[config.mk]
export PLATFORM = sky130hd
export DESIGN_NAME = multdiv_sequencer
export DESIGN_NICKNAME = d
export VERILOG_FILES = /design/src/rtl/multdiv_sequencer.sv
export SDC_FILE = /design/constraint.sdc
export NUM_CORES = 1
export LEC_CHECK = 0
export ABC_AREA = 1
export CAP_MARGIN = 20
export CORE_UTILIZATION = 55
export DETAILED_ROUTE_END_ITERATION = 12
export DONT_BUFFER_PORTS = 1
export PLACE_DENSITY_LB_ADDON = 0.2
export RECOVER_POWER = 50
export SYNTH_ARGS = -nofsm -noshare
export SYNTH_HDL_FRONTEND = slang
export SYNTH_SLANG_ARGS = --single-unit
[constraint.sdc]
create_clock -name clock -period 7.3 [get_ports clock]
set_clock_uncertainty 0.05 [all_clocks]
set_input_delay 1.46 -clock clock [delete_from_list [all_inputs] [get_ports clock]]
set_output_delay 1.46 -clock clock [all_outputs]
set_load 0.1 [all_outputs]
[src/rtl/multdiv_sequencer.sv]
// rtl/multdiv_sequencer.sv - multicycle signed 32-bit multiply/divide sequencer
// Radix-2 shift-add multiply and restoring divide on a shared 64-bit register.
module multdiv_sequencer (
   input  logic        clock,
   input  logic        reset,
   input  logic [31:0] data_operandA,
   input  logic [31:0] data_operandB,
   input  logic        ctrl_MULT,
   input  logic        ctrl_DIV,
   output logic [31:0] data_result,
   output logic        data_exception,
   output logic        data_resultRDY,
   output logic        busy
);

   typedef enum logic [1:0] {
      S_IDLE = 2'd0,
      S_RUN  = 2'd1,
      S_FIX  = 2'd2,
      S_DONE = 2'd3
   } state_t;

   state_t      state_q, state_d;
   logic [4:0]  cnt_q, cnt_d;
   logic        op_mult_q, op_mult_d;
   logic        sign_q, sign_d;
   logic [31:0] oper_q, oper_d;
   logic [63:0] prod_q, prod_d;
   logic        div_zero_q, div_zero_d;
   logic        div_ovf_q, div_ovf_d;
   logic [31:0] result_q, result_d;
   logic        exc_q, exc_d;

   logic [31:0] abs_a, abs_b;
   logic [32:0] mul_sum;
   logic [63:0] div_sh;
   logic [32:0] div_diff;
   logic [31:0] mag, mag_neg, signed_res;
   logic        mult_ovf;
   logic        start;

   assign start = ctrl_MULT | ctrl_DIV;
   assign abs_a = data_operandA[31] ? (~data_operandA + 32'd1) : data_operandA;
   assign abs_b = data_operandB[31] ? (~data_operandB + 32'd1) : data_operandB;

   // Multiply: mplr sits in the low half; the adder carry becomes the new bit 63.
   assign mul_sum = {1'b0, prod_q[63:32]} + {1'b0, (prod_q[0] ? oper_q : 32'd0)};

   // Divide: remainder stays below |B| <= 2^31, so 32 bits hold it after the shift.
   assign div_sh   = {prod_q[62:0], 1'b0};
   assign div_diff = {1'b0, div_sh[63:32]} - {1'b0, oper_q};

   assign mag        = prod_q[31:0];
   assign mag_neg    = ~mag + 32'd1;
   assign signed_res = sign_q ? mag_neg : mag;

   // A negative result may reach magnitude 2^31; a positive one only 2^31-1.
   always_comb begin
      mult_ovf = 1'b0;
      if (sign_q) begin
         mult_ovf = (|prod_q[63:32]) || (prod_q[31:0] > 32'h8000_0000);
      end else begin
         mult_ovf = |prod_q[63:31];
      end
   end

   always_comb begin
      state_d    = state_q;
      cnt_d      = cnt_q;
      op_mult_d  = op_mult_q;
      sign_d     = sign_q;
      oper_d     = oper_q;
      prod_d     = prod_q;
      div_zero_d = div_zero_q;
      div_ovf_d  = div_ovf_q;
      result_d   = result_q;
      exc_d      = exc_q;

      case (state_q)
         S_IDLE: begin
            state_d = S_IDLE;
         end
         S_RUN: begin
            cnt_d = cnt_q + 5'd1;
            if (op_mult_q) begin
               prod_d = {mul_sum, prod_q[31:1]};
            end else if (div_diff[32]) begin
               prod_d = div_sh;
            end else begin
               prod_d = {div_diff[31:0], div_sh[31:1], 1'b1};
            end
            if (cnt_q == 5'd31) begin
               state_d = S_FIX;
            end
         end
         S_FIX: begin
            if (op_mult_q) begin
               result_d = signed_res;
               exc_d    = mult_ovf;
            end else if (div_zero_q) begin
               result_d = 32'd0;
               exc_d    = 1'b1;
            end else if (div_ovf_q) begin
               result_d = 32'h8000_0000;
               exc_d    = 1'b1;
            end else begin
               result_d = signed_res;
               exc_d    = 1'b0;
            end
            state_d = S_DONE;
         end
         S_DONE: begin
            state_d = S_IDLE;
         end
         default: begin
            state_d = S_IDLE;
         end
      endcase

      // A start in any state aborts whatever is in flight, including a pending FIX load.
      if (start) begin
         op_mult_d  = ctrl_MULT;
         sign_d     = data_operandA[31] ^ data_operandB[31];
         oper_d     = ctrl_MULT ? abs_a : abs_b;
         prod_d     = {32'd0, (ctrl_MULT ? abs_b : abs_a)};
         div_zero_d = (data_operandB == 32'd0);
         div_ovf_d  = (data_operandA == 32'h8000_0000) && (data_operandB == 32'hFFFF_FFFF);
         cnt_d      = 5'd0;
         result_d   = result_q;
         exc_d      = exc_q;
         state_d    = S_RUN;
      end
   end

   always_ff @(posedge clock) begin
      if (reset) begin
         state_q    <= S_IDLE;
         cnt_q      <= 5'd0;
         op_mult_q  <= 1'b0;
         sign_q     <= 1'b0;
         oper_q     <= 32'd0;
         prod_q     <= 64'd0;
         div_zero_q <= 1'b0;
         div_ovf_q  <= 1'b0;
         result_q   <= 32'd0;
         exc_q      <= 1'b0;
      end else begin
         state_q    <= state_d;
         cnt_q      <= cnt_d;
         op_mult_q  <= op_mult_d;
         sign_q     <= sign_d;
         oper_q     <= oper_d;
         prod_q     <= prod_d;
         div_zero_q <= div_zero_d;
         div_ovf_q  <= div_ovf_d;
         result_q   <= result_d;
         exc_q      <= exc_d;
      end
   end

   assign data_result    = result_q;
   assign data_exception = exc_q;
   assign data_resultRDY = (state_q == S_DONE);
   assign busy           = (state_q == S_RUN) || (state_q == S_FIX);

endmodule

==> metrics.csv, run 1 <==
stage,metric,value,unit
floorplanning,std_cell_rows,59,
clocking,cts_hold_buf,0,
global_route,first_pass_grt_wire_length,81500,um
floorplanning,io_pins,103,
placement,gpl.final_weighted_congestion,1.05,
floorplanning,die-width,165,um
run_status,run_status,finished with violations,
critical_path,crit_path_max_fo,55,
sta,hold_viol,0,
drt,drt_iter0_markers,1698,
global_route,grt_usage,39.5,%
synth,average_cell_area_after_synthesis,5.63,um2
sta,rsz0062_at_grt,false,
synth,synth_largest_area_cell,sky130_fd_sc_hd__dfxtp_1,
sta,timing.final.crit_period,5.21,ns
synth,dominantRegCellSynth,sky130_fd_sc_hd__dfxtp_1,
floorplanning,initial_utilization,55.9,%
drt,route.final.wire_length,53800,um
job,max_cap_violations,1,
finish,finish.net_count,2669,
global_route,grt_max_degree,71,
synth,synth.ff_latch_count,140,
placement,hpwl_detailed,42700,um
power,power.density_cell_area,164,nW/um2
sta,setup_violation_total_in_the_final_timing_report,0,
drt,final_antenna_net_count,0,
drt,routed_wire_length_per_instance,18.7,um
clocking,worst_setup_hold_path_clk_slew,0.07,ns
finish,drive_gt1_share,4.26,%
synth,synth.net_count,2725,
synth,synth.area.top_cells,"sky130_fd_sc_hd__dfxtp_1 (19%), sky130_fd_sc_hd__nand2_1 (19%), sky130_fd_sc_hd__inv_1 (11%)",
clocking,clock_root_buffer,sky130_fd_sc_hd__clkbuf_16,
critical_path,worstSetupStartpointType,input pin,
synth,synth_top_area_share,19.3,%
synth,synth_edf_count,0,
clocking,cts_tree,built,
global_route,grt.overflow.total,0,
drt,vias,16900,
global_route,antenna_found_initial,1,
finish,antenna_cells_inserted,0,
clocking,worst_skew_pair_latency,0.44,ns
floorplanning,die-height,165,um
synth,synthesis.instances,2581,
sta,timing.final.crit_share,71.4,%
clocking,cts-root-to-sink-buffers,2,
drt,drc_errors,0,
worst_hold_path,worst_hold_class,reg2reg,
synth,synthDistinctLibCells,54,
drt,vias_per_cell,5.88,
power,vdd.ir_drop.worst,0.000135,V
clocking,clock_buffers_created_by_tritoncts,17,
clocking,cts_resized,0,
critical_path,criticalPathCategory,in2reg,
finish,syn2layout_area_growth,5.00,%
critical_path,cp_data_arrival_time,5.51,ns
clocking,h_tree_lvl_count,4,
synth,synth-async-reset-ratio,0,%
synth,synthesis.area,14500,um2
sta,report.final.slew_viol_count,52,
sta,fin_hold_ws,0.421,ns
sta,max-slew-margin-rel,-50.4,%
floorplanning,fp.dieArea,27100,um2
finish,finalCoreUtilization,58.7,%
synth,synth_sequential_area_ratio,19.3,%
placement,io_buffer_count,0,
critical_path,cp-end-kind,register,
sta,setup-tns-final,0,ns
clocking,cts_post_setup_buffers_inserted,0,
global_route,first_global_vias,15300,
sta,tightestPinTransition,2.26,ns
sta,max_clock_freq,192,MHz
clocking,cts_num_sinks,140,
floorplanning,core_region_area,26000,um2
run_status,violations,"max-capacitance violations, max-slew violations",
power,cellLeakagePower,7.87,nW
synth,synth.yosys.warnings,0,
drt,drt-pass1-iter-count,8,
synth,synthTopCellsByCount,"sky130_fd_sc_hd__nand2_1 (742), sky130_fd_sc_hd__inv_1 (427), sky130_fd_sc_hd__nor2_1 (224)",
critical_path,cp_data_required_time,7.59,ns
synth,most_frequent_cell_after_synthesis,sky130_fd_sc_hd__nand2_1,
-- per-layer routing --
| layer | track usage (%) | part of all wire (%) | up-vias |
|---|---|---|---|
| li1 | - | - | 8145 |
| met4 | 27.6 | 7.2 | 0 |
| met1 | 44.5 | 38 | 7640 |
| met5 | 0 | 0 | - |
| met2 | 67.5 | 47 | 867 |
| met3 | 6.78 | 7.7 | 226 |
-- report_power, final --
part	internal (mW)	switching, mW	leakage (nW)
Clock	0.517	0.392	0.291
Combinational	0.218	0.513	6.43
Sequential	0.802	0.0683	1.15
-- per-stage QoR --
stage / setup WS [ns] / cells / area [um2] / power [mW]
2_1_floorplan: 4.39 / 2581 / 14500 / 1.40
3_3_place_gp: 3.14 / 2840 / 14700 / 1.58
3_5_place_dp: 3.03 / 2840 / 14700 / 1.59
4_1_cts: 3.47 / 2871 / 15300 / 2.49
5_1_grt: 1.63 / 2872 / 15300 / 2.61
6_report: 2.09 / 2872 / 15300 / 2.51
-- final timing paths --
| path | start | to | slack [ns] | cells past startpoint |
|---|---|---|---|---|
| worst max register to register | state_q[0] | data_result[16] | 3.88 | 10 |
| worst min register to register | cnt_q[4] | cnt_q[4] | 0.42 | 2 |
| worst max-delay path | ctrl_MULT | prod_q[20] | 2.09 | 9 |
| worst min-delay path | cnt_q[4] | cnt_q[4] | 0.42 | 2 |
-- worst max-delay path, stage by stage --
cell and delay [ns]:
sky130_fd_sc_hd__nor2_1 1.04, sky130_fd_sc_hd__buf_4 0.48, sky130_fd_sc_hd__inv_1 0.45, sky130_fd_sc_hd__nor2_1 0.85
sky130_fd_sc_hd__inv_1 0.68, sky130_fd_sc_hd__o21ai_0 0.33, sky130_fd_sc_hd__inv_1 0.06, sky130_fd_sc_hd__nand2_1 0.07
sky130_fd_sc_hd__inv_1 0.04
-- layout by cell type (no fill, tap or decap), types with 9 or more instances in the layout --
| master | instances |
|---|---|
| sky130_fd_sc_hd__nand2_1 | 742 |
| sky130_fd_sc_hd__inv_1 | 429 |
| sky130_fd_sc_hd__nor2_1 | 225 |
| sky130_fd_sc_hd__nand3_1 | 214 |
| sky130_fd_sc_hd__a21oi_1 | 184 |
| sky130_fd_sc_hd__o21ai_0 | 181 |
| sky130_fd_sc_hd__dfxtp_1 | 139 |
| sky130_fd_sc_hd__ha_1 | 74 |
| sky130_fd_sc_hd__xor2_1 | 52 |
| sky130_fd_sc_hd__nand4_1 | 38 |
| sky130_fd_sc_hd__nor3_1 | 30 |
| sky130_fd_sc_hd__o211ai_1 | 25 |
| sky130_fd_sc_hd__clkbuf_16 | 17 |
| sky130_fd_sc_hd__xnor2_1 | 15 |
| sky130_fd_sc_hd__nand3b_1 | 15 |
| sky130_fd_sc_hd__nand2_2 | 14 |
| sky130_fd_sc_hd__a21oi_2 | 12 |
| sky130_fd_sc_hd__o21bai_1 | 11 |
| sky130_fd_sc_hd__nor4_1 | 11 |
| sky130_fd_sc_hd__inv_2 | 9 |
| sky130_fd_sc_hd__a22oi_1 | 9 |
-- cells by family (layout without fill, tap and decap cells) --
logic type,after synthesis,count (layout),share of synthesized area [%]
AOI/OAI and AO/OA,450,450,17.0
xor gates and xnor gates,67,67,4.04
adders and majority gates,76,76,6.64
buffers and inverters,523,479,13.8
DFF,140,140,19.3
and+or+nand+nor,1325,1325,39.2
-- sequential cells by signal (all words and copies together), names as in the netlist --
name and count:
state_q 2, data_result 32, data_exception 1, prod_q 64, cnt_q 5, op_mult_q 1
div_zero_q 1, sign_q 1, oper_q 32, div_ovf_q 1
-- layout make-up --
cell class | instances | area (um2)
Clock inverter | 14 | 175
Tap cell | 335 | 419
Inverter | 440 | 1660
Multi-Input combinational cell | 1918 | 9730
Timing Repair Buffer | 8 | 52.6
Clock buffer | 17 | 425
Fill cell | 2699 | 10700
Sequential cell | 140 | 2800
Power figures use the tool's default switching activity.
==> run 2, diff against run 1 <==
==> constraint.sdc (replaced) <==
create_clock -name clock -period 5.26 [get_ports clock]
set_clock_uncertainty 0.05 [all_clocks]
set_input_delay 1.052 -clock clock [delete_from_list [all_inputs] [get_ports clock]]
set_output_delay 1.052 -clock clock [all_outputs]
set_load 0.1 [all_outputs]
==> metrics.csv, run 2 (synthesized netlist as in run 1, its figures left out) <==
stage,metric,value,unit,change
sta,timing.final.crit_share,77.1,%,
power,power.switching,1.37,mW,+41%
sta,fin_hold_ws,0.423,ns,+0.00168 ns
power,intPower,2.11,mW,+37%
placement,gpl.final_weighted_congestion,1.05,,-0.40%
power,power,3.48,mW,+39%
finish,finalCoreUtilization,58.7,%,about the same
floorplanning,core_region_area,26000,um2,unchanged
critical_path,cp-end-kind,register,,
clocking,cts_resized,0,,unchanged
clocking,worst_skew_pair_latency,0.44,ns,about the same
sta,report.final.slew_viol_count,68,,+31%
sta,timing.final.crit_period,4.06,ns,
sta,tightestPinTransition,1.67,ns,-0.582 ns
clocking,cts_post_setup_buffers_inserted,0,,unchanged
floorplanning,std_cell_rows,59,,unchanged
critical_path,worstPathCellList,nor2_1 -> inv_1 -> nor2_2 -> inv_1 -> a21oi_1 -> nand2_1 -> inv_1,,
finish,fill_cell_count,2743,,+1.6%
sta,max-slew-margin-rel,-11.6,%,+39 points
clocking,cts-root-to-sink-buffers,2,,unchanged
global_route,grt_usage,40.5,%,+1.0 points
drt,drc_errors,0,,unchanged
finish,syn2layout_area_growth,4.99,%,about the same
run_status,violations,"max-capacitance violations, max-slew violations",,
power,switching_share,39.4,%,+0.68 points
power,combPwrFrac,29.3,%,+0.2 points
critical_path,crit_path_max_incr_delay,0.80,ns,-0.24 ns
worst_hold_path,min-delay-start,cnt_q[4],,
finish,finish.net_count,2669,,unchanged
sta,setup-tns-final,0,ns,unchanged
clocking,cts_hold_buf,0,,unchanged
power,vdd.ir_drop.worst,0.000164,V,+21%
drt,drt_iter0_markers,1772,,+4.4%
sta,hold_viol,0,,unchanged
critical_path,critical-path-top-cell-by-count,sky130_fd_sc_hd__inv_1,,
drt,vias,16900,,-0.14%
drt,final_antenna_net_count,0,,unchanged
floorplanning,fp.dieArea,27100,um2,unchanged
finish,antenna_cells_inserted,0,,unchanged
job,max_cap_violations,2,,+1
drt,vias_per_cell,5.87,,-0.17%
critical_path,crit-reg2reg-capture,prod_q[61],,
floorplanning,io_pins,103,,unchanged
worst_hold_path,worst_hold_path.num_cells,2,,unchanged
clocking,cts_tree,built,,
critical_path,setup.reg_to_reg.worst_slack,2.05,ns,-1.83 ns
finish,largest_register,prod_q,,
power,clock_power_share,36.1,%,about the same
worst_hold_path,worst_hold_class,reg2reg,,
global_route,grt_max_degree,70,,-1.4%
clocking,h_tree_lvl_count,4,,unchanged
critical_path,criticalPathCategory,in2reg,,
power,pwr-share-seq,34.7,%,about the same
floorplanning,die-height,165,um,unchanged
power,cellLeakagePower,7.86,nW,about the same
clocking,worst_setup_hold_path_clk_slew,0.07,ns,about the same
finish,multi_input_comb_area,9730,um2,about the same
critical_path,r2r_start,prod_q[31],,
clocking,clock_buffers_created_by_tritoncts,17,,unchanged
run_status,run_status,finished with violations,,
critical_path,worstSetupStartpointType,input pin,,
clocking,clock_root_buffer,sky130_fd_sc_hd__clkbuf_16,,
sta,setup_violation_total_in_the_final_timing_report,0,,unchanged
drt,drt-pass1-iter-count,8,,unchanged
critical_path,cp_data_required_time,5.59,ns,-2.00 ns
sta,max_clock_freq,246,MHz,
sta,rsz0062_at_grt,false,,
critical_path,cp_data_arrival_time,4.38,ns,-1.13 ns
finish,layout.area.seq,2800,um2,unchanged
power,power.density_cell_area,228,nW/um2,+39%
placement,hpwl_detailed,43300,um,+1.4%
floorplanning,initial_utilization,55.9,%,unchanged
clocking,cts_num_sinks,140,,unchanged
finish,layout_common_cells,"sky130_fd_sc_hd__nand2_1 (742), sky130_fd_sc_hd__inv_1 (428), sky130_fd_sc_hd__nor2_1 (224)",,
drt,route.final.wire_length,54700,um,+1.7%
critical_path,crit_path_max_fo,55,,unchanged
critical_path,worst_r2r_path_depth,18,,+8
critical_path,cpMaxStageDelayCell,sky130_fd_sc_hd__nor2_2,,
global_route,grt.overflow.total,0,,unchanged
finish,layout_commonest_cell,sky130_fd_sc_hd__nand2_1,,
drt,routed_wire_length_per_instance,19.0,um,+1.7%
global_route,first_global_vias,15700,,+2.3%
floorplanning,die-width,165,um,unchanged
finish,drive_gt1_share,4.33,%,+0.077 points
global_route,antenna_found_initial,0,,-1
finish,largest_register_ff_count,64,,unchanged
worst_hold_path,worst_hold_path.endpoint,cnt_q[4],,
placement,io_buffer_count,0,,unchanged
global_route,first_pass_grt_wire_length,83400,um,+2.3%
==> run 2: cell count changes in the layout (fill, tap and decap cells not counted), sizes merged <==
cell / delta
inv: +1
bufinv: -1
buf: -1
clkbuf: +2
==> run 2: power groups by stage <==
stage	Clock, mW	Sequential [mW]	Combinational [mW]
after floorplan	0	1.18	0.754
after global placement	0	1.22	0.972
after detailed placement	0	1.22	0.984
after CTS	1.25	1.20	0.991
after global routing	1.30	1.21	1.12
final	1.25	1.21	1.02
==> run 2: worst max-delay path by stage <==
| stage | from | endpoint | depth (start not counted) |
|---|---|---|---|
| 6_report | ctrl_MULT | prod_q[54] | 7 |
| 5_1_grt | ctrl_MULT | prod_q[20] | 8 |
| 4_1_cts | ctrl_MULT | data_result[16] | 8 |
| 3_5_place_dp | ctrl_MULT | data_result[16] | 8 |
| 3_3_place_gp | ctrl_MULT | data_result[16] | 8 |
| 2_1_floorplan | data_operandB[0] | prod_q[16] | 12 |
==> run 2: stage by stage <==
stage          area (um2)  worst slack [ns]  cells
2_1_floorplan       14500              2.76   2581
3_3_place_gp        14700              1.67   2840
6_report            15300              1.20   2873
4_1_cts             15300              2.05   2872
5_1_grt             15300              1.10   2873
3_5_place_dp        14700              1.60   2840
==> run 2: critical path, delay by kind of cell <==
family          cells  cell delay, ns
compound gates      1            0.29
buf+inv             3            1.39
simple gates        3            1.62
==> run 2: routing by layer <==
| layer | up-vias | track usage, % | part of all wire (%) |
|---|---|---|---|
| met5 | - | 0 | 0 |
| met4 | 0 | 30.9 | 8.0 |
| met3 | 273 | 7.91 | 8.2 |
| met2 | 864 | 69.1 | 47 |
| met1 | 7556 | 44.3 | 37 |
| li1 | 8162 | - | - |
==> run 2: cell type report <==
| class | instances | area share [%] |
|---|---|---|
| multi-input cells | 1918 | 63.8 |
| flip-flops and latches | 140 | 18.4 |
| inverters | 440 | 10.9 |
| clock buffers | 18 | 2.88 |
| well taps | 335 | 2.75 |
| clock inverters | 14 | 1.06 |
| repair buffers | 8 | 0.320 |
==> run 3, diff against run 2 <==
==> constraint.sdc (replaced) <==
create_clock -name clock -period 3.7 [get_ports clock]
set_clock_uncertainty 0.05 [all_clocks]
set_input_delay 0.74 -clock clock [delete_from_list [all_inputs] [get_ports clock]]
set_output_delay 0.74 -clock clock [all_outputs]
set_load 0.1 [all_outputs]
==> metrics.csv, run 3 (synthesized netlist as in run 1, its figures left out) <==
stage,metric,value,unit,change
power,combPwrFrac,28.7,%,-0.6 points
global_route,grt_max_degree,70,,unchanged
clocking,worst_setup_hold_path_clk_slew,0.07,ns,about the same
finish,largest_register_ff_count,64,,unchanged
sta,rsz0062_at_grt,false,,
clocking,cts_post_setup_buffers_inserted,0,,unchanged
critical_path,r2r_start,prod_q[31],,
power,cellLeakagePower,7.91,nW,+0.64%
power,switching_share,39.0,%,-0.48 points
global_route,antenna_found_initial,0,,unchanged
finish,multi_input_comb_area,9710,um2,-0.21%
floorplanning,core_region_area,26000,um2,unchanged
power,vdd.ir_drop.worst,0.000283,V,+72%
drt,routed_wire_length_per_instance,18.6,um,-2.1%
placement,hpwl_detailed,42900,um,-0.97%
drt,drc_errors,0,,unchanged
power,clock_power_share,36.9,%,+0.8 points
power,pwr-share-seq,34.4,%,-0.3 points
power,power.density_cell_area,326,nW/um2,+43%
placement,preCtsSetupSlack,0.671,ns,-0.934 ns
clocking,h_tree_lvl_count,4,,unchanged
global_route,first_pass_grt_wire_length,82100,um,-1.6%
finish,layout_commonest_cell,sky130_fd_sc_hd__nand2_1,,
drt,route.final.wire_length,53800,um,-1.7%
critical_path,cp-end-kind,register,,
finish,largest_register,prod_q,,
sta,timing.final.crit_share,89.0,%,
sta,hold_viol,0,,unchanged
clocking,worst_skew_pair_latency,0.44,ns,about the same
clocking,clock_root_buffer,sky130_fd_sc_hd__clkbuf_16,,
finish,layout.area.seq,2800,um2,unchanged
floorplanning,die-width,165,um,unchanged
floorplanning,std_cell_rows,59,,unchanged
finish,layout_common_cells,"sky130_fd_sc_hd__nand2_1 (743), sky130_fd_sc_hd__inv_1 (429), sky130_fd_sc_hd__nor2_1 (227)",,
floorplanning,io_pins,103,,unchanged
run_status,run_status,completed,,
floorplanning,initial_utilization,55.9,%,unchanged
sta,setup_slack,0.407,ns,-0.796 ns
critical_path,worstSetupStartpointType,input pin,,
finish,drive_gt1_share,4.44,%,+0.10 points
sta,setup_violation_total_in_the_final_timing_report,0,,unchanged
placement,io_buffer_count,0,,unchanged
clocking,cts_hold_buf,0,,unchanged
sta,timing.final.crit_period,3.29,ns,
critical_path,crit_path_max_fo,55,,unchanged
critical_path,worst_r2r_path_depth,18,,unchanged
job,max_cap_violations,0,,-2
global_route,grt_usage,39.9,%,-0.63 points
critical_path,criticalPathCategory,in2reg,,
worst_hold_path,worst_hold_path.num_cells,1,,-1
worst_hold_path,worst_hold_path.endpoint,data_result[2],,
clocking,cts_resized,0,,unchanged
floorplanning,die-height,165,um,unchanged
sta,tightestPinTransition,1.44,ns,-0.235 ns
clocking,cts_num_sinks,140,,unchanged
power,intPower,3.05,mW,+45%
critical_path,cp_data_required_time,4.03,ns,-1.56 ns
sta,fin_hold_ws,0.321,ns,-0.102 ns
critical_path,cp_data_arrival_time,3.62,ns,-0.76 ns
critical_path,setup.reg_to_reg.worst_slack,0.49,ns,-1.56 ns
finish,fill_cell_count,2724,,-0.69%
power,power.switching,1.95,mW,+42%
critical_path,crit-reg2reg-capture,prod_q[58],,
clocking,clock_buffers_created_by_tritoncts,17,,unchanged
worst_hold_path,min-delay-start,reset,,
clocking,cts-root-to-sink-buffers,2,,unchanged
global_route,grt.overflow.total,0,,unchanged
sta,max_clock_freq,304,MHz,
finish,finish.net_count,2678,,+0.34%
sta,report.final.slew_viol_count,0,,-100%
clocking,cts_tree,built,,
worst_hold_path,worst_hold_class,in2reg,,
placement,gpl.final_weighted_congestion,1.04,,-0.69%
drt,drt-pass1-iter-count,6,,-2
sta,setup-tns-final,0,ns,unchanged
drt,vias,16800,,-0.62%
finish,syn2layout_area_growth,5.50,%,
drt,final_antenna_net_count,0,,unchanged
drt,drt_iter0_markers,1820,,+2.7%
sta,max-slew-margin-rel,3.71,%,+15 points
drt,vias_per_cell,5.81,,-0.97%
floorplanning,fp.dieArea,27100,um2,unchanged
global_route,first_global_vias,15400,,-1.7%
==> run 3: cell types whose count changed in the layout (fill, tap and decap cells not counted), sizes merged <==
cell,delta
buf,+8
inv,-3
diode,+1
bufinv,+1
clkinv,+3
==> run 3: worst max-delay path, cell delays in order <==
cell and delay, ns:
sky130_fd_sc_hd__nor2_1 0.39, sky130_fd_sc_hd__inv_1 0.58, sky130_fd_sc_hd__nor2_2 0.22, sky130_fd_sc_hd__clkbuf_1 0.61
sky130_fd_sc_hd__inv_1 0.10, sky130_fd_sc_hd__clkbuf_2 0.44, sky130_fd_sc_hd__o2111ai_1 0.34, sky130_fd_sc_hd__nand3_1 0.11
sky130_fd_sc_hd__inv_1 0.07
==> run 3: final cells by class <==
type	count	share of cell area [%]
Multi-Input combinational cell	1918	63.3
Sequential cell	140	18.3
Inverter	440	10.8
Clock buffer	17	2.77
Tap cell	335	2.73
Clock inverter	15	1.31
Timing Repair Buffer	17	0.742
Antenna cell	1	0.0163
==> run 3: metal layers <==
| metal | share of wire (%) | global-route usage (%) | vias up |
|---|---|---|---|
| li1 | - | - | 8179 |
| met1 | 38 | 45.2 | 7506 |
| met2 | 47 | 67.9 | 847 |
| met3 | 7.4 | 6.23 | 218 |
| met4 | 7.7 | 29.2 | 0 |
| met5 | 0 | 0 | - |
==> run 3: metrics by stage <==
step           total power, mW  cells  utilization, %  cell area, um2
3_3_place_gp              3.13   2850            56.8           14700
2_1_floorplan             2.75   2581               -           14500
4_1_cts                   4.97   2882            59.2           15400
6_report                  4.99   2883            59.0           15300
3_5_place_dp              3.14   2850            56.8           14700
5_1_grt                   5.22   2882            59.0           15300
==> run 3: worst max-delay path by stage <==
stage,startpoint,end,slack [ns],cells after the start
final,ctrl_MULT,prod_q[5],0.41,9
after global routing,ctrl_MULT,prod_q[28],0.26,10
after CTS,prod_q[0],prod_q[60],0.66,14
after detailed placement,prod_q[0],prod_q[60],0.67,14
after global placement,prod_q[31],prod_q[58],0.72,18
after floorplan,prod_q[0],prod_q[63],1.32,18
==> run 3: power groups by stage <==
stage,clock (mW),combinational [mW],sequential [mW]
after detailed placement,0,1.40,1.74
final,1.84,1.44,1.72
after floorplan,0,1.07,1.68
after global routing,1.92,1.58,1.72
after CTS,1.85,1.41,1.71
after global placement,0,1.39,1.74
